[src/rtl/alu_bist_pkg.sv]
// Shared definitions for the ALU self-test controller: opcodes, FSM states,
// the golden vector record and a helper that derives expected flags from a result.
package alu_pkg;

  localparam logic [2:0] ALU_ADD  = 3'd0;
  localparam logic [2:0] ALU_SUB  = 3'd1;
  localparam logic [2:0] ALU_AND  = 3'd2;
  localparam logic [2:0] ALU_OR   = 3'd3;
  localparam logic [2:0] ALU_SLTU = 3'd4;
  localparam logic [2:0] ALU_SLT  = 3'd5;

  localparam int NUM_VECTORS = 19;

  typedef enum logic [1:0] {
    ST_IDLE,
    ST_WAIT,
    ST_CHECK,
    ST_DONE
  } state_t;

  typedef struct packed {
    logic [2:0]  opcode;
    logic [31:0] a;
    logic [31:0] b;
    logic [31:0] exp_result;
    logic        exp_zero;
    logic        exp_sign;
  } vec_t;

  function automatic vec_t mk_vec(input logic [2:0] op, input logic [31:0] a,
                                  input logic [31:0] b, input logic [31:0] r);
    vec_t v;
    v.opcode     = op;
    v.a          = a;
    v.b          = b;
    v.exp_result = r;
    v.exp_zero   = (r == 32'd0);
    v.exp_sign   = r[31];
    return v;
  endfunction

endpackage

[src/rtl/alu_bist_rom.sv]
// Golden vector table: combinational index -> vector record, zero latency.
// Out-of-range indices return an all-zero record.
module alu_bist_rom
  import alu_pkg::*;
(
  input  logic [4:0] idx,
  output vec_t       vec
);

  always_comb begin
    vec = '0;
    case (idx)
      5'd0:  vec = mk_vec(ALU_ADD,  32'd0,        32'd0,        32'd0);
      5'd1:  vec = mk_vec(ALU_ADD,  32'd1,        32'd1,        32'd2);
      5'd2:  vec = mk_vec(ALU_SUB,  32'd2,        32'd1,        32'd1);
      5'd3:  vec = mk_vec(ALU_SUB,  32'd1,        32'd2,        32'hFFFF_FFFF);
      5'd4:  vec = mk_vec(ALU_AND,  32'd5,        32'd1,        32'd1);
      5'd5:  vec = mk_vec(ALU_OR,   32'd4,        32'd1,        32'd5);
      5'd6:  vec = mk_vec(ALU_SLTU, 32'd4,        32'd5,        32'd1);
      5'd7:  vec = mk_vec(ALU_SLTU, 32'd5,        32'd4,        32'd0);
      // Signed compares straddle zero so an unsigned-only comparator is caught.
      5'd8:  vec = mk_vec(ALU_SLT,  32'd4,        32'd5,        32'd1);
      5'd9:  vec = mk_vec(ALU_SLT,  32'hFFFF_FFFF, 32'hFFFF_FFFE, 32'd0);
      5'd10: vec = mk_vec(ALU_SLT,  32'hFFFF_FFFE, 32'hFFFF_FFFF, 32'd1);
      5'd11: vec = mk_vec(ALU_SLT,  32'hFFFF_FFFF, 32'd0,        32'd1);
      5'd12: vec = mk_vec(ALU_SLT,  32'd0,        32'hFFFF_FFFE, 32'd0);
      5'd13: vec = mk_vec(ALU_SLT,  32'hFFFF_FFFF, 32'hFFFF_FFFF, 32'd0);
      5'd14: vec = mk_vec(ALU_SLT,  32'd0,        32'd2,        32'd1);
      5'd15: vec = mk_vec(ALU_SLT,  32'd1,        32'd0,        32'd0);
      5'd16: vec = mk_vec(ALU_SLT,  32'd2,        32'd2,        32'd0);
      5'd17: vec = mk_vec(ALU_SLT,  32'd0,        32'd0,        32'd0);
      5'd18: vec = mk_vec(ALU_SLT,  32'd9,        32'd5,        32'd0);
      default: vec = '0;
    endcase
  end

endmodule

[src/rtl/alu_bist.sv]
// ALU self-test controller: drives 19 golden vectors, each held SETTLE_CYCLES+1 cycles,
// compares result/zero/sign on the CHECK edge; start is ignored while a run is busy.
module alu_bist
  import alu_pkg::*;
#(
  parameter int unsigned SETTLE_CYCLES = 1
) (
  input  logic        clk,
  input  logic        rst_n,
  input  logic        start,
  output logic [2:0]  alu_opcode,
  output logic [31:0] alu_rega,
  output logic [31:0] alu_regb,
  input  logic [31:0] alu_result,
  input  logic        alu_zero,
  input  logic        alu_sign,
  output logic        busy,
  output logic        done,
  output logic        pass,
  output logic [7:0]  fail_count,
  output logic [4:0]  fail_index
);

  localparam logic [3:0] CNT_LOAD = 4'(SETTLE_CYCLES - 1);
  localparam logic [4:0] LAST_IDX = 5'(NUM_VECTORS - 1);

  state_t      state, state_nxt;
  logic [4:0]  idx, idx_nxt, rom_addr;
  logic [3:0]  cnt, cnt_nxt;
  vec_t        rom_vec;
  logic [31:0] exp_result, exp_result_nxt;
  logic        exp_zero, exp_zero_nxt, exp_sign, exp_sign_nxt;
  logic [2:0]  opcode_nxt;
  logic [31:0] rega_nxt, regb_nxt;
  logic [7:0]  fail_count_nxt;
  logic [4:0]  fail_index_nxt;
  logic        busy_nxt, done_nxt, pass_nxt;
  logic        mismatch, load_vec;

  // The ROM always presents the vector that would be loaded next.
  assign rom_addr = (state == ST_CHECK) ? idx + 5'd1 : 5'd0;

  alu_bist_rom u_rom (
    .idx (rom_addr),
    .vec (rom_vec)
  );

  assign mismatch = (alu_result != exp_result) || (alu_zero != exp_zero) ||
                    (alu_sign != exp_sign);

  always_ff @(posedge clk or negedge rst_n) begin
    if (!rst_n) begin
      state <= ST_IDLE;
    end else begin
      state <= state_nxt;
    end
  end

  always_comb begin
    state_nxt      = state;
    idx_nxt        = idx;
    cnt_nxt        = cnt;
    fail_count_nxt = fail_count;
    fail_index_nxt = fail_index;
    opcode_nxt     = alu_opcode;
    rega_nxt       = alu_rega;
    regb_nxt       = alu_regb;
    exp_result_nxt = exp_result;
    exp_zero_nxt   = exp_zero;
    exp_sign_nxt   = exp_sign;
    load_vec       = 1'b0;

    case (state)
      ST_IDLE, ST_DONE: begin
        if (start) begin
          state_nxt      = ST_WAIT;
          idx_nxt        = 5'd0;
          cnt_nxt        = CNT_LOAD;
          fail_count_nxt = 8'd0;
          fail_index_nxt = 5'd0;
          load_vec       = 1'b1;
        end
      end
      ST_WAIT: begin
        if (cnt == 4'd0) begin
          state_nxt = ST_CHECK;
        end else begin
          cnt_nxt = cnt - 4'd1;
        end
      end
      ST_CHECK: begin
        if (mismatch) begin
          if (fail_count != 8'hFF) begin
            fail_count_nxt = fail_count + 8'd1;
          end
          if (fail_count == 8'd0) begin
            fail_index_nxt = idx;
          end
        end
        // After the last vector its operands stay on the bus.
        if (idx == LAST_IDX) begin
          state_nxt = ST_DONE;
        end else begin
          state_nxt = ST_WAIT;
          idx_nxt   = idx + 5'd1;
          cnt_nxt   = CNT_LOAD;
          load_vec  = 1'b1;
        end
      end
      default: state_nxt = ST_IDLE;
    endcase

    if (load_vec) begin
      opcode_nxt     = rom_vec.opcode;
      rega_nxt       = rom_vec.a;
      regb_nxt       = rom_vec.b;
      exp_result_nxt = rom_vec.exp_result;
      exp_zero_nxt   = rom_vec.exp_zero;
      exp_sign_nxt   = rom_vec.exp_sign;
    end

    busy_nxt = (state_nxt == ST_WAIT) || (state_nxt == ST_CHECK);
    done_nxt = (state_nxt == ST_DONE);
    pass_nxt = done_nxt && (fail_count_nxt == 8'd0);
  end

  always_ff @(posedge clk or negedge rst_n) begin
    if (!rst_n) begin
      idx        <= 5'd0;
      cnt        <= 4'd0;
      alu_opcode <= 3'd0;
      alu_rega   <= 32'd0;
      alu_regb   <= 32'd0;
      exp_result <= 32'd0;
      exp_zero   <= 1'b0;
      exp_sign   <= 1'b0;
      busy       <= 1'b0;
      done       <= 1'b0;
      pass       <= 1'b0;
      fail_count <= 8'd0;
      fail_index <= 5'd0;
    end else begin
      idx        <= idx_nxt;
      cnt        <= cnt_nxt;
      alu_opcode <= opcode_nxt;
      alu_rega   <= rega_nxt;
      alu_regb   <= regb_nxt;
      exp_result <= exp_result_nxt;
      exp_zero   <= exp_zero_nxt;
      exp_sign   <= exp_sign_nxt;
      busy       <= busy_nxt;
      done       <= done_nxt;
      pass       <= pass_nxt;
      fail_count <= fail_count_nxt;
      fail_index <= fail_index_nxt;
    end
  end

endmodule

[config.mk]
export PLATFORM = sky130hd
export DESIGN_NAME = alu_bist
export DESIGN_NICKNAME = d
export VERILOG_FILES = /design/src/rtl/alu_bist_pkg.sv /design/src/rtl/alu_bist_rom.sv /design/src/rtl/alu_bist.sv
export SDC_FILE = /design/constraint.sdc
export NUM_CORES = 1
export LEC_CHECK = 0
export BUFFER_PORTS_ARGS = -buffer_cell sky130_fd_sc_hd__buf_2
export CAP_MARGIN = 30
export CORE_MARGIN = 3
export CORE_UTILIZATION = 50
export CTS_BUF_LIST = sky130_fd_sc_hd__clkbuf_4 sky130_fd_sc_hd__clkbuf_8 sky130_fd_sc_hd__clkbuf_16
export DETAILED_ROUTE_END_ITERATION = 6
export PLACE_DENSITY = 0.82
export SYNTH_ARGS = -nofsm -noshare
export SYNTH_HDL_FRONTEND = slang
export SYNTH_SLANG_ARGS = --single-unit
[constraint.sdc]
create_clock -name clk -period 3.2 [get_ports clk]
set_input_delay 0.16 -clock clk [delete_from_list [all_inputs] [get_ports clk]]
set_output_delay 0.16 -clock clk [all_outputs]
set_load 0.1 [all_outputs]
# Yosys cells after proc, flatten, opt, wreduce, memory -nomap -nowiden

Memories as Yosys holds them, arrays and structs flattened. A register that Yosys moved wholly into a read port is not among the register bits.
Index checks and enable logic that the tools add are counted.
W data, S select, Z words.

Flip-flop bits (word level): 27
Bits in latches: 0
Bits in writable memories: 0
Memory bits (read-only): 3232
Input bits: 37
Memories kept: 1

Add/subtract/negate cells: 3
Multiply operators: 0
Divide/modulo/power cells: 0
Order comparisons: 0
Equality and inequality tests: 16
Shift-type cells: 0
Multiplexer cells: 22
Bitwise gates (word level): 0
Reductions and logical operators: 14

Memory list:

| name             | depth | bits a word | read ports | clocked after memory_dff | write ports | RTL line           | source |
|---|---|---|---|---|---|---|---|
| (name not given) | 32    | 101         | 1          | 1                        | 0           | alu_bist_rom.sv:12 | `case (idx)` |

Operators by type and width:

| cell                  | count |
|---|---|
| $ne A32 B32 Y1        | 1 |
| $mux W5               | 5 |
| $mux W8               | 3 |
| $pmux W5 S2           | 2 |
| $logic_not A8 Y1      | 2 |
| $pmux W8 S2           | 1 |
| $mux W4               | 3 |
| $pmux W4 S3           | 1 |
| $add A8 B1 Y8 const B | 1 |
| $eq A2 B2 Y1 const B  | 4 |
| $ne A2 B2 Y1 const B  | 4 |
| $ne A8 B8 Y1 const B  | 1 |
| $mux W2               | 3 |
| $pmux W2 S3           | 1 |
| $reduce_and A3 Y1     | 2 |
| $add A5 B1 Y5 const B | 1 |
| $eq A5 B5 Y1 const B  | 1 |
| $eq A2 B1 Y1 const B  | 2 |
| $logic_not A4 Y1      | 1 |
| $reduce_and A4 Y1     | 1 |
| $sub A4 B1 Y4 const B | 1 |
| $logic_or A1 B1 Y1    | 3 |
| $logic_not A2 Y1      | 1 |
| $mux W1               | 2 |
| 7 further kinds       | 8 |

# Longest topological paths before layout

Gate-level depths: netlist of the first run.

Depth in word-level cells: 7
Mapped depth: 12

# Hierarchy

Synthesis of the first run repeated with hierarchy kept, for this count alone.

Cell total of the unflattened synthesis: 572
Area, all modules: 6770.2 sq um

Modules (own cells, without submodules):

| module       | instances | cells an instance | area each (sq um) | seq. area each (sq um) |
|---|---|---|---|---|
| alu_bist     | 1         | 417               | 5677.9            | 3203.1 |
| alu_bist_rom | 1         | 155               | 1092.3            | 0.0 |

# Worst setup path after synthesis of the first run

Ideal clock, no wire load.

Path type: reg-to-reg
Start point: reg fail_count[0]
End point: reg pass
Setup time: 0.096 ns
Data arrival time: 2.751 ns
Data required time: 3.104 ns
Slack: 0.353 ns
Stages on the path, launching flop included: 10
Clock period less this slack: 2.847 ns
Cells stage by stage: dfrtp_1 > ha_1 > nand3_1 > nor2_1 > nand3_1 > o2bb2ai_1 > a22oi_1 > o21ai_0 > a211o_1 > nor4_2

Longest elaborated chain between the ends: 6

Ends and longest elaborated chain:

| what                                                 | RTL line                       | source |
|---|---|---|
| from (decl)                                          | alu_bist.sv:20                 | `output logic [7:0] fail_count,` |
| from (signal assigned)                               | alu_bist.sv:154                | `fail_count <= fail_count_nxt;` |
| $add A8 B1 Y8 / $ne A8 B8 Y1 (equally long branches) | alu_bist.sv:94, alu_bist.sv:93 |  |
| $mux W8                                              | alu_bist.sv:93                 | `if (fail_count != 8'hFF) begin` |
| $mux W8                                              | alu_bist.sv:92                 | `if (mismatch) begin` |
| $pmux W8 S2 (*)                                      | alu_bist.sv:73                 | `case (state)` |
| $logic_not A8 Y1 (*)                                 | alu_bist.sv:124                | `pass_nxt = done_nxt && (fail_count_nxt == 8'd0);` |
| $logic_and A1 B1 Y1 (*)                              | alu_bist.sv:124                |  |
| named net pass_nxt                                   | alu_bist.sv:37                 | `logic busy_nxt, done_nxt, pass_nxt;` |
| to (signal assigned)                                 | alu_bist.sv:153                | `pass <= pass_nxt;` |
| to (decl)                                            | alu_bist.sv:19                 | `output logic pass,` |

The timed path passes the listed nets; every way through them passes the cells marked *.
A chain may end at the register's enable or synchronous reset.

# Final worst setup path of the first run

Start point: reg exp_result[31]
End point: reg pass

Longest elaborated chain between the ends: 7

Ends and longest elaborated chain:

| what                             | RTL line        | source |
|---|---|---|
| from (decl)                      | alu_bist.sv:31  | `logic [31:0] exp_result, exp_result_nxt;` |
| $ne A32 B32 Y1                   | alu_bist.sv:48  | `assign mismatch = (alu_result != exp_result) \|\| (alu_zero != exp_zero) \|\|` |
| $logic_or A1 B1 Y1 (2 in series) | alu_bist.sv:48  |  |
| $mux W8                          | alu_bist.sv:92  |  |
| $pmux W8 S2                      | alu_bist.sv:73  |  |
| $logic_not A8 Y1                 | alu_bist.sv:124 |  |
| $logic_and A1 B1 Y1              | alu_bist.sv:124 |  |
| named net pass_nxt               | alu_bist.sv:37  |  |

The timed path passes the listed nets, and every way through them passes these cells.

==> results of run 1 <==
## sequential cells by signal, summed over array words and instances (netlist names), 3 cells and up
register    cells
exp_result      4
alu_regb        4
fail_count      8
fail_index      5
idx             5
alu_rega        5
alu_opcode      3
cnt             4
## path summary, 6_finish.rpt
path / from / to / slack, ps / cells after the start
setup / recovery: exp_result[31] / pass / 360 / 8
hold / removal: start / state[1] / 120 / 2
setup reg to reg: exp_result[31] / pass / 360 / 8
hold reg to reg: alu_rega[3] / alu_rega[3] / 470 / 2
max in group asynchronous: rst_n / fail_count[7] / 2360 / 3
min in group asynchronous: rst_n / cnt[2] / 360 / 2
## final cells by class
cell class	count	area, um2
Sequential cell	44	1101
Multi-Input combinational cell	235	1476
Inverter	10	37.54
Clock inverter	2	10.01
Timing Repair Buffer	123	648.1
Clock buffer	6	82.58
Tap cell	75	93.84
Fill cell	540	2506
## worst register-to-register path, delay by kind of cell, from the launching register on
kind / cells / cell delay, ps
multiplexers: 1 / 160
AO/OA/AOI/OAI: 4 / 700
flip-flops: 1 / 480
AND/OR/NAND/NOR: 3 / 1420
## logic make-up after synthesis
logic type	Yosys count	synth area share (%)
fa+ha+maj	13	5.244
mux	5	2.461
simple gates	121	19.36
compound gates	87	17.99
buf+inv	81	16.90
flops	44	35.50
xor+xnor	9	2.541
## where the power goes
part	internal (mW)	leakage, nW	switching, mW
combinational	0.293	1.21	0.732
clock	0.172	0.0510	0.184
sequential	0.645	0.600	0.0655
## stage by stage
stage	util, %	hold WS [ps]	instances	setup slack [ps]
3_5_place_dp	55.74	373.5	485	391.9
5_1_grt	57.92	122.5	495	241.6
3_3_place_gp	55.74	357.7	485	525.5
2_1_floorplan	-	-135.6	360	353.3
4_1_cts	57.29	49.25	493	355.5
6_report	57.92	122.2	495	358.8
## metal layers
metal / track usage [%] / vias to the layer above
li1: - / 1339
met1: 24.80 / 1284
met2: 32.88 / 139
met3: 3.925 / 14
met4: 7.626 / 0
met5: 0 / -
## cell usage after synthesis, drive strengths merged (2+ instances only)
library cell  instances  area, um2
inv                  10      37.54
nand3                 9      45.04
a211oi                2      15.01
nand2b                7      43.79
nor3                 10      50.05
xor2                  8      70.07
nor2b                 3      18.77
a31oi                10      62.56
buf                  59      441.7
clkbuf               12      45.04
nor4b                 2      17.52
a32o                  2      20.02
nand4                 5      31.28
and2                  4      27.53
and3                  4      25.02
o31ai                 4      30.03
o22ai                 3      18.77
or4                   3      22.52
or3                   2      12.51
nor2                 16      60.06
nor4                  5      37.53
nand3b                3      22.52
ha                   13      162.7
o21ai                25      125.1
a22o                  5      43.79
o41ai                 2      17.52
o211ai                5      37.54
mux2i                 2      20.02
nand2                47      176.4
dfrtp                44       1101
a21oi                16      80.08
a21o                  3      22.52
mux4                  2      45.04
==> impl_metrics.env, run 1 <==
export IMPL_placedInstanceArea_um2=3319
export IMPL_status="complete, no violations"
export IMPL_hold_path_class="input port to flip-flop"
export IMPL_cp_start_kind="flip-flop"
export IMPL_total_power_mw=2.091
export IMPL_antenna_cells=0
export IMPL_start_util_pct=52.08
export IMPL_wl_per_cell_um=14.49
export IMPL_ys_seq_area_share_pct=35.50
export IMPL_crit_buf_inv=0
export IMPL_grt_antenna_before_repair=0
export IMPL_clk_path_buf_depth=2
export IMPL_drv_slew=0
export IMPL_hpwl_mm=5.397
export IMPL_design_area_um2=3450
export IMPL_final_cell_mix="119 x buf_2, 47 x nand2_1, 44 x dfrtp_1"
export IMPL_max_slew_margin_pct=59.03
export IMPL_drc=0
export IMPL_cts_hold_buffers=0
export IMPL_finalSetupTns_ps=0
export IMPL_cp_slowest_cell="or4_1"
export IMPL_p_leak_nw=1.861
export IMPL_htree_levels=2
export IMPL_gr_total_overflow=0
export IMPL_core_um2=5956
export IMPL_synthFlopType="dfrtp_1"
export IMPL_cp_top_family="simple AND/OR/NAND/NOR gates"
export IMPL_grt_pass1_wl_mm=11.64
export IMPL_rows=28
export IMPL_fmax_mhz=352.0
export IMPL_first_iter_violations=256
export IMPL_cts_sinks=44
export IMPL_synthToLayoutAreaGrowth_pct=11.21
export IMPL_wl_met3_um=618
export IMPL_num_vias=2776
export IMPL_syn_area_um2=3102
export IMPL_critPathKind="flip-flop to flip-flop"
export IMPL_cts_buffers=5
export IMPL_ios=120
export IMPL_gp_congestion=0.9392
export IMPL_grt_max_degree=45
export IMPL_vias_per_cell=5.608
export IMPL_crit_fanout=11
export IMPL_met2WireLength_mm=3.340
export IMPL_cts_root_buf="clkbuf_8"
export IMPL_post_cts_buffers=0
export IMPL_avgSynthCellArea_um2=8.616
export IMPL_routed_top_layer="met4"
export IMPL_drive_gt1_share_pct=32.14
export IMPL_grtUsageTotal_pct=19.58
export IMPL_endpoint_kind="flip-flop"
export IMPL_final_common_cell="buf_2"
export IMPL_period_share_pct=88.79
export IMPL_final_min_clock_period_ps=2841
export IMPL_crit_required_ps=3400
export IMPL_synth_cells=360
export IMPL_synth_cell_type_count=51
export IMPL_ant_nets=0
export IMPL_cts_repair_resized=0
export IMPL_die_width_um=84.76
export IMPL_syn_nets=410
export IMPL_drt_total_wl_mm=7.174
export IMPL_die_h_um=84.76
export IMPL_ys_seq_elements=44
export IMPL_grt_pass1_vias=2546
export IMPL_setup_viol=0
export IMPL_cp_arrival_ps=3040
export IMPL_p_per_area_nw_per_um2=606.3
export IMPL_final_net_count=469
export IMPL_met1_length_mm=3.065
export IMPL_place_port_buffers=119
export IMPL_worst_pin_slew_ps=614.5
export IMPL_async_flop_share_pct=100.0
export IMPL_cpMostUsedCell="or4_1"
export IMPL_cts_tree="done"
export IMPL_skew_ps=7.106
export IMPL_finalHoldViolCount=0
export IMPL_cts_clk_slew_worst_paths_ps=80
export IMPL_crit_chain="or4_1 > mux2i_1 > o211ai_1 > or4_1 > a22oi_1 > o21ai_0 > a211o_1 > nor4_2"
export IMPL_irDropWorstVdd_mv=0.4153
export IMPL_clk_latency_ps=300
export IMPL_die_area_um2=7184
export IMPL_rsz0062_at_grt="false"
export IMPL_ys_warn_count=0
export IMPL_synth_edf_count=0
export IMPL_first_pass_iters=5
export IMPL_drv_cap=0
export IMPL_critPathMaxStageDelay_ps=600
No activity file was read; power rests on OpenSTA's default activity.
==> run 2: changes to the inputs <==
--- a/config.mk
+++ b/config.mk
@@ -12,6 +12,7 @@
 export CTS_BUF_LIST = sky130_fd_sc_hd__clkbuf_4 sky130_fd_sc_hd__clkbuf_8 sky130_fd_sc_hd__clkbuf_16
 export DETAILED_ROUTE_END_ITERATION = 6
 export PLACE_DENSITY = 0.82
+export REMOVE_ABC_BUFFERS = 1
 export SYNTH_ARGS = -nofsm -noshare
 export SYNTH_HDL_FRONTEND = slang
 export SYNTH_SLANG_ARGS = --single-unit
==> run 2 against run 1 <==
  * Setup slack better by 180 ps
  * Sequential power hardly changed
  * Cell area is 0.54% higher
  * Fmax grew 6.9%
  * Total power grew 2.8%
  * Largest power group unchanged
  * Critical path depth did not move
==> impl_metrics.env, run 2 (synthesis gave the netlist of run 1 again) <==
export IMPL_status="complete, no violations"
export IMPL_grtUsageTotal_pct=19.10
export IMPL_comb_power_share_pct=47.1
export IMPL_ant_nets=0
export IMPL_cts_buffers=5
export IMPL_dp_slack_ps=574.4
export IMPL_irDropWorstVdd_mv=0.2910
export IMPL_fmax_mhz=376.3
export IMPL_clk_path_buf_depth=2
export IMPL_dp_cells=485
export IMPL_cp_arrival_ps=2870
export IMPL_hold_path_class="input port to flip-flop"
export IMPL_critPathMaxStageDelay_ps=610
export IMPL_drv_slew=0
export IMPL_finalHoldViolCount=0
export IMPL_cp_start_kind="flip-flop"
export IMPL_core_um2=5956
export IMPL_crit_required_ps=3420
export IMPL_drive_gt1_share_pct=32.14
export IMPL_drv_cap=0
export IMPL_clk_latency_ps=310
export IMPL_cts_repair_resized=0
export IMPL_crit_buf_inv=0
export IMPL_gr_total_overflow=0
export IMPL_final_util_pct=58.24
export IMPL_pwr_share_seq_pct=33.0
export IMPL_gp_congestion=0.8757
export IMPL_antenna_cells=0
export IMPL_period_share_pct=83.05
export IMPL_cpMostUsedCell="or4_1"
export IMPL_p_sw_uw=989.6
export IMPL_critPathKind="flip-flop to flip-flop"
export IMPL_setup_slack_ps=542.6
export IMPL_start_util_pct=52.08
export IMPL_final_cell_mix="119 x buf_2, 47 x nand2_1, 44 x dfrtp_1"
export IMPL_num_vias=2808
export IMPL_p_int_mw=1.160
export IMPL_htree_levels=2
export IMPL_max_slew_margin_pct=42.78
export IMPL_first_pass_iters=5
export IMPL_vias_per_cell=5.673
export IMPL_clkPwrFrac_pct=19.9
export IMPL_die_area_um2=7184
export IMPL_place_port_buffers=119
export IMPL_cts_root_buf="clkbuf_8"
export IMPL_cts_clk_slew_worst_paths_ps=90
export IMPL_switching_share_pct=46.03
export IMPL_cts_tree="done"
export IMPL_crit_chain="or4_1 > mux2i_1 > o211ai_1 > or4_1 > a22oi_1 > o21ai_0 > a211o_1 > nor4_2"
export IMPL_endpoint_kind="flip-flop"
export IMPL_final_net_count=469
export IMPL_largest_reg_flops=8
export IMPL_worst_pin_slew_ps=858.3
export IMPL_stdcell_count=495
export IMPL_grt_busiest_layer="met2"
export IMPL_first_iter_violations=173
export IMPL_cp_slowest_cell="or4_1"
export IMPL_ios=120
export IMPL_rsz0062_at_grt="false"
export IMPL_synthToLayoutAreaGrowth_pct=11.82
export IMPL_regMostFlops="fail_count"
export IMPL_gr_usage_met3_pct=4.318
export IMPL_wl_per_cell_um=14.09
export IMPL_grt_pass1_vias=2514
export IMPL_grt_max_degree=45
export IMPL_p_per_area_nw_per_um2=619.8
export IMPL_drt_total_wl_mm=6.975
export IMPL_met1_usage_pct=23.50
export IMPL_drc=0
export IMPL_cts_sinks=44
export IMPL_grt_util_met2_pct=32.81
export IMPL_die_h_um=84.76
export IMPL_rows=28
export IMPL_die_width_um=84.76
export IMPL_post_cts_buffers=0
export IMPL_final_common_cell="buf_2"
export IMPL_setup_viol=0
export IMPL_cp_top_family="simple AND/OR/NAND/NOR gates"
export IMPL_skew_ps=11.84
export IMPL_final_min_clock_period_ps=2657
export IMPL_hpwl_mm=5.215
export IMPL_grt_antenna_before_repair=0
export IMPL_p_leak_nw=1.865
export IMPL_grt_pass1_wl_mm=11.37
export IMPL_crit_fanout=10
==> run 2: cell count changes in the layout (fill, tap and decap cells not counted) <==
cell | before | now
bufinv_16 | 0 | 1
clkinvlp_4 | 0 | 1
clkinv_2 | 2 | 1
clkbuf_8 | 6 | 5
==> run 2: cell type report <==
type                       instances  area [um2]
fill                             545        2487
tap                               75       93.84
inverter                          10       37.54
sequential                        44        1101
timing repair buffer             123       648.1
multi-input combinational        235        1476
clock inverter                     3       42.54
clock buffer                       5       68.82
==> run 2: through the flow <==
| step | TNS (ps) | instance area [um2] | power, mW | hold slack (ps) |
|---|---|---|---|---|
| 6_report | 0 | 3468 | 2.150 | 110.4 |
| 5_1_grt | 0 | 3468 | 2.298 | 143.2 |
| 4_1_cts | 0 | 3431 | 2.150 | 39.58 |
| 3_5_place_dp | 0 | 3319 | 1.722 | 376.1 |
| 3_3_place_gp | 0 | 3319 | 1.691 | 360.3 |
| 2_1_floorplan | -842480 | 2615 | 1.484 | -135.6 |
==> run 2: path summary, 6_finish.rpt <==
| kind | cells past startpoint | slack (ps) | startpoint | to |
|---|---|---|---|---|
| max in group asynchronous | 3 | 2340 | rst_n | fail_index[3] |
| min reg2reg | 2 | 470 | alu_rega[3] | alu_rega[3] |
| max reg2reg | 8 | 540 | exp_result[31] | pass |
| min | 2 | 110 | start | state[1] |
| min in group asynchronous | 2 | 370 | rst_n | state[1] |
| max | 8 | 540 | exp_result[31] | pass |
==> run 2: metal layers <==
metal	wire, um	share of wire, %	vias to the layer above
li1	-	-	1352
met4	87	1.2	0
met3	808	12	9
met5	0	0	-
met1	2814	40	1287
met2	3265	47	160
==> run 2: repair_timing <==
item	in CTS	in global routing
endpoints found under the setup margin	0	0
hold buffers	0	1
hold endpoints to repair	0	21
==> run 2: power groups by stage <==
stage               Clock, mW  Sequential (mW)  Combinational, mW
finish                  0.428            0.709               1.01
global route            0.456            0.723               1.12
CTS                     0.436            0.709               1.01
detailed placement          0            0.720               1.00
global placement            0            0.716              0.975
floorplan                   0            0.953              0.531
==> run 3: changes to the inputs <==
--- a/config.mk
+++ b/config.mk
@@ -5,13 +5,14 @@
 export SDC_FILE = /design/constraint.sdc
 export NUM_CORES = 1
 export LEC_CHECK = 0
+export ABC_AREA = 1
 export BUFFER_PORTS_ARGS = -buffer_cell sky130_fd_sc_hd__buf_2
 export CAP_MARGIN = 30
 export CORE_MARGIN = 3
-export CORE_UTILIZATION = 50
+export CORE_UTILIZATION = 46
 export CTS_BUF_LIST = sky130_fd_sc_hd__clkbuf_4 sky130_fd_sc_hd__clkbuf_8 sky130_fd_sc_hd__clkbuf_16
 export DETAILED_ROUTE_END_ITERATION = 6
-export PLACE_DENSITY = 0.82
+export PLACE_DENSITY = 0.78
 export REMOVE_ABC_BUFFERS = 1
 export SYNTH_ARGS = -nofsm -noshare
 export SYNTH_HDL_FRONTEND = slang
==> constraint.sdc (replaced) <==
create_clock -name clk -period 2.15 [get_ports clk]
set_input_delay 0.1075 -clock clk [delete_from_list [all_inputs] [get_ports clk]]
set_output_delay 0.1075 -clock clk [all_outputs]
set_load 0.1 [all_outputs]
==> run 3 against run 2 <==
  * Non-clock buffer count increased by 11
  * Via count increased by 9.1%
  * Largest power group unchanged
  * Clock power increased by 23%
  * Total power increased by 70%
  * Sequential power increased by 55%
  * Final cell count increased by 29%
  * Highest routed layer unchanged
==> impl_metrics.env, run 3 <==
export IMPL_status="complete, no violations"
export IMPL_avgSynthCellArea_um2=7.117
export IMPL_async_flop_share_pct=100.0
export IMPL_crit_chain="inv_1 > ha_4 > inv_1 > nor2_2 > inv_1 > ha_1 > or2_2 > o21ai_0 > o21ai_0 > nand2_1 > a21oi_1"
export IMPL_whs_ps=165.4
export IMPL_drc=0
export IMPL_cts_root_buf="clkbuf_8"
export IMPL_stdcell_count=639
export IMPL_p_per_area_nw_per_um2=957.2
export IMPL_cts_sinks=44
export IMPL_cpMostUsedCell="inv_1"
export IMPL_skew_ps=9.610
export IMPL_ios=120
export IMPL_grt_max_degree=31
export IMPL_synth_cell_type_count=36
export IMPL_drv_cap=0
export IMPL_num_vias=3064
export IMPL_antenna_cells=0
export IMPL_cp_start_kind="flip-flop"
export IMPL_clk_latency_ps=310
export IMPL_worst_pin_slew_ps=626.3
export IMPL_final_net_count=592
export IMPL_netlist_top_cells_area="dfrtp_1 33%, buf_4 13%, nand2_1 13%"
export IMPL_grt_pass1_wl_mm=12.69
export IMPL_drive_gt1_share_pct=32.23
export IMPL_crit_required_ps=2330
export IMPL_final_min_clock_period_ps=2033
export IMPL_grt_pass1_vias=2785
export IMPL_synthFlopType="dfrtp_1"
export IMPL_fmax_mhz=491.9
export IMPL_yosysMostFrequentCell="nand2_1"
export IMPL_final_util_pct=55.56
export IMPL_synth_cells=462
export IMPL_irDropWorstVdd_mv=0.6223
export IMPL_final_common_cell="buf_2"
export IMPL_ys_seq_elements=44
export IMPL_nFillCells=673
export IMPL_drt_total_wl_mm=7.785
export IMPL_cts_clk_slew_worst_paths_ps=90
export IMPL_regMostFlops="fail_count"
export IMPL_htree_levels=2
export IMPL_cp_arrival_ps=2220
export IMPL_synth_common_cells="110 x nand2_1, 57 x nor2_1, 55 x buf_4, 44 x dfrtp_1, 41 x inv_1"
export IMPL_hpwl_mm=6.111
export IMPL_largest_reg_flops=8
export IMPL_clk_path_buf_depth=2
export IMPL_dp_cells=628
export IMPL_p_leak_nw=2.157
export IMPL_ys_warn_count=0
export IMPL_hold_path_class="input port to flip-flop"
export IMPL_cp_top_family="simple AND/OR/NAND/NOR gates"
export IMPL_first_iter_violations=156
export IMPL_die_h_um=90.55
export IMPL_grt_antenna_before_repair=0
export IMPL_die_area_um2=8198
export IMPL_yosysTopAreaCell="dfrtp_1"
export IMPL_rsz0062_at_grt="true"
export IMPL_synth_edf_count=0
export IMPL_finalHoldViolCount=0
export IMPL_gr_total_overflow=0
export IMPL_first_pass_iters=5
export IMPL_vias_per_cell=4.795
export IMPL_drv_slew=0
export IMPL_endpoint_kind="flip-flop"
export IMPL_critPathMaxStageDelay_ps=410
export IMPL_ys_seq_area_share_pct=33.49
export IMPL_synth_top_area_share_pct=33.49
export IMPL_gp_congestion=0.9547
export IMPL_syn_area_um2=3288
export IMPL_period_share_pct=94.56
export IMPL_cp_slowest_cell="dfrtp_1"
export IMPL_place_port_buffers=119
export IMPL_start_util_pct=47.87
export IMPL_grtUsageTotal_pct=18.24
export IMPL_cts_buffers=5
export IMPL_crit_fanout=4
export IMPL_ant_nets=0
export IMPL_synthToLayoutAreaGrowth_pct=16.06
export IMPL_rows=30
export IMPL_cts_tree="done"
export IMPL_core_um2=6869
export IMPL_setup_viol=0
export IMPL_crit_buf_inv=3
export IMPL_critPathKind="flip-flop to flip-flop"
export IMPL_wl_per_cell_um=12.18
export IMPL_die_width_um=90.55
export IMPL_final_cell_mix="119 x buf_2, 110 x nand2_1, 54 x nor2_1"
export IMPL_max_slew_margin_pct=58.25
==> run 3: metrics by stage <==
| step | setup WS (ps) | setup TNS, ps | instance area, um2 | total power [mW] |
|---|---|---|---|---|
| after global placement | 124.5 | 0 | 3647 | 2.991 |
| after CTS | 52.22 | 0 | 3750 | 3.575 |
| after detailed placement | 70.14 | 0 | 3647 | 3.035 |
| after global routing | -46.17 | -53.48 | 3816 | 3.915 |
| final | 117.0 | 0 | 3816 | 3.653 |
| after floorplan | -15970 | -900490 | 2841 | 2.560 |
==> run 3: timing repair <==
action	CTS	global route
resized for setup	0	11
hold buffers	1	0
setup buffers	0	2
setup endpoints to repair	0	8
hold endpoints to repair	19	0
==> run 3: final timing paths <==
| path | start | end | slack (ps) | cells after the start |
|---|---|---|---|---|
| setup / recovery | state[0] | alu_regb[1] | 120 | 11 |
| max in group asynchronous | rst_n | exp_result[31] | 1170 | 3 |
| setup reg to reg | state[0] | alu_regb[1] | 120 | 11 |
| min in group asynchronous | rst_n | fail_index[1] | 280 | 2 |
| hold / removal | start | state[1] | 170 | 4 |
| hold reg to reg | alu_opcode[2] | alu_opcode[2] | 490 | 2 |
==> run 3: cell families (layout without fill, tap and decap cells) <==
| family | Yosys count | count (layout) | synth area share (%) |
|---|---|---|---|
| buffers and inverters | 113 | 194 | 19.52 |
| adders and majority gates | 13 | 13 | 4.947 |
| AOI/OAI and AO/OA | 53 | 53 | 9.133 |
| and+or+nand+nor | 230 | 230 | 30.52 |
| DFF | 44 | 44 | 33.49 |
| xor gates and xnor gates | 9 | 9 | 2.397 |
==> run 3: routing by layer <==
metal,up-vias,share of wire [%],track usage [%]
li1,1576,-,-
met1,1380,45,24.00
met5,-,0,0
met2,97,47,29.96
met4,0,1.2,5.102
met3,11,6.3,4.250
==> run 3: cell type report <==
class | count | area [um2] | share of cell area, %
Multi-Input combinational cell | 305 | 1595 | 41.80
Clock buffer | 5 | 68.82 | 1.803
Inverter | 52 | 195.2 | 5.115
Clock inverter | 3 | 23.77 | 0.6230
Tap cell | 96 | 120.1 | 3.148
Timing Repair Buffer | 134 | 710.7 | 18.62
Sequential cell | 44 | 1102 | 28.89
==> run 3: worst reg2reg max path, delay by kind of cell, from the launching register on <==
family	cells	cell delay, ps
fa+ha+maj	2	450
simple gates	3	480
compound gates	3	270
buf+inv	3	310
flops	1	410
==> run 3: report_power, final <==
part	leakage (nW)	switching [mW]	internal, mW	total, mW
logic	1.53	1.49	0.537	2.03
clock network	0.0404	0.296	0.230	0.526
registers	0.589	0.102	0.994	1.10
total	2.16	1.89	1.76	3.65
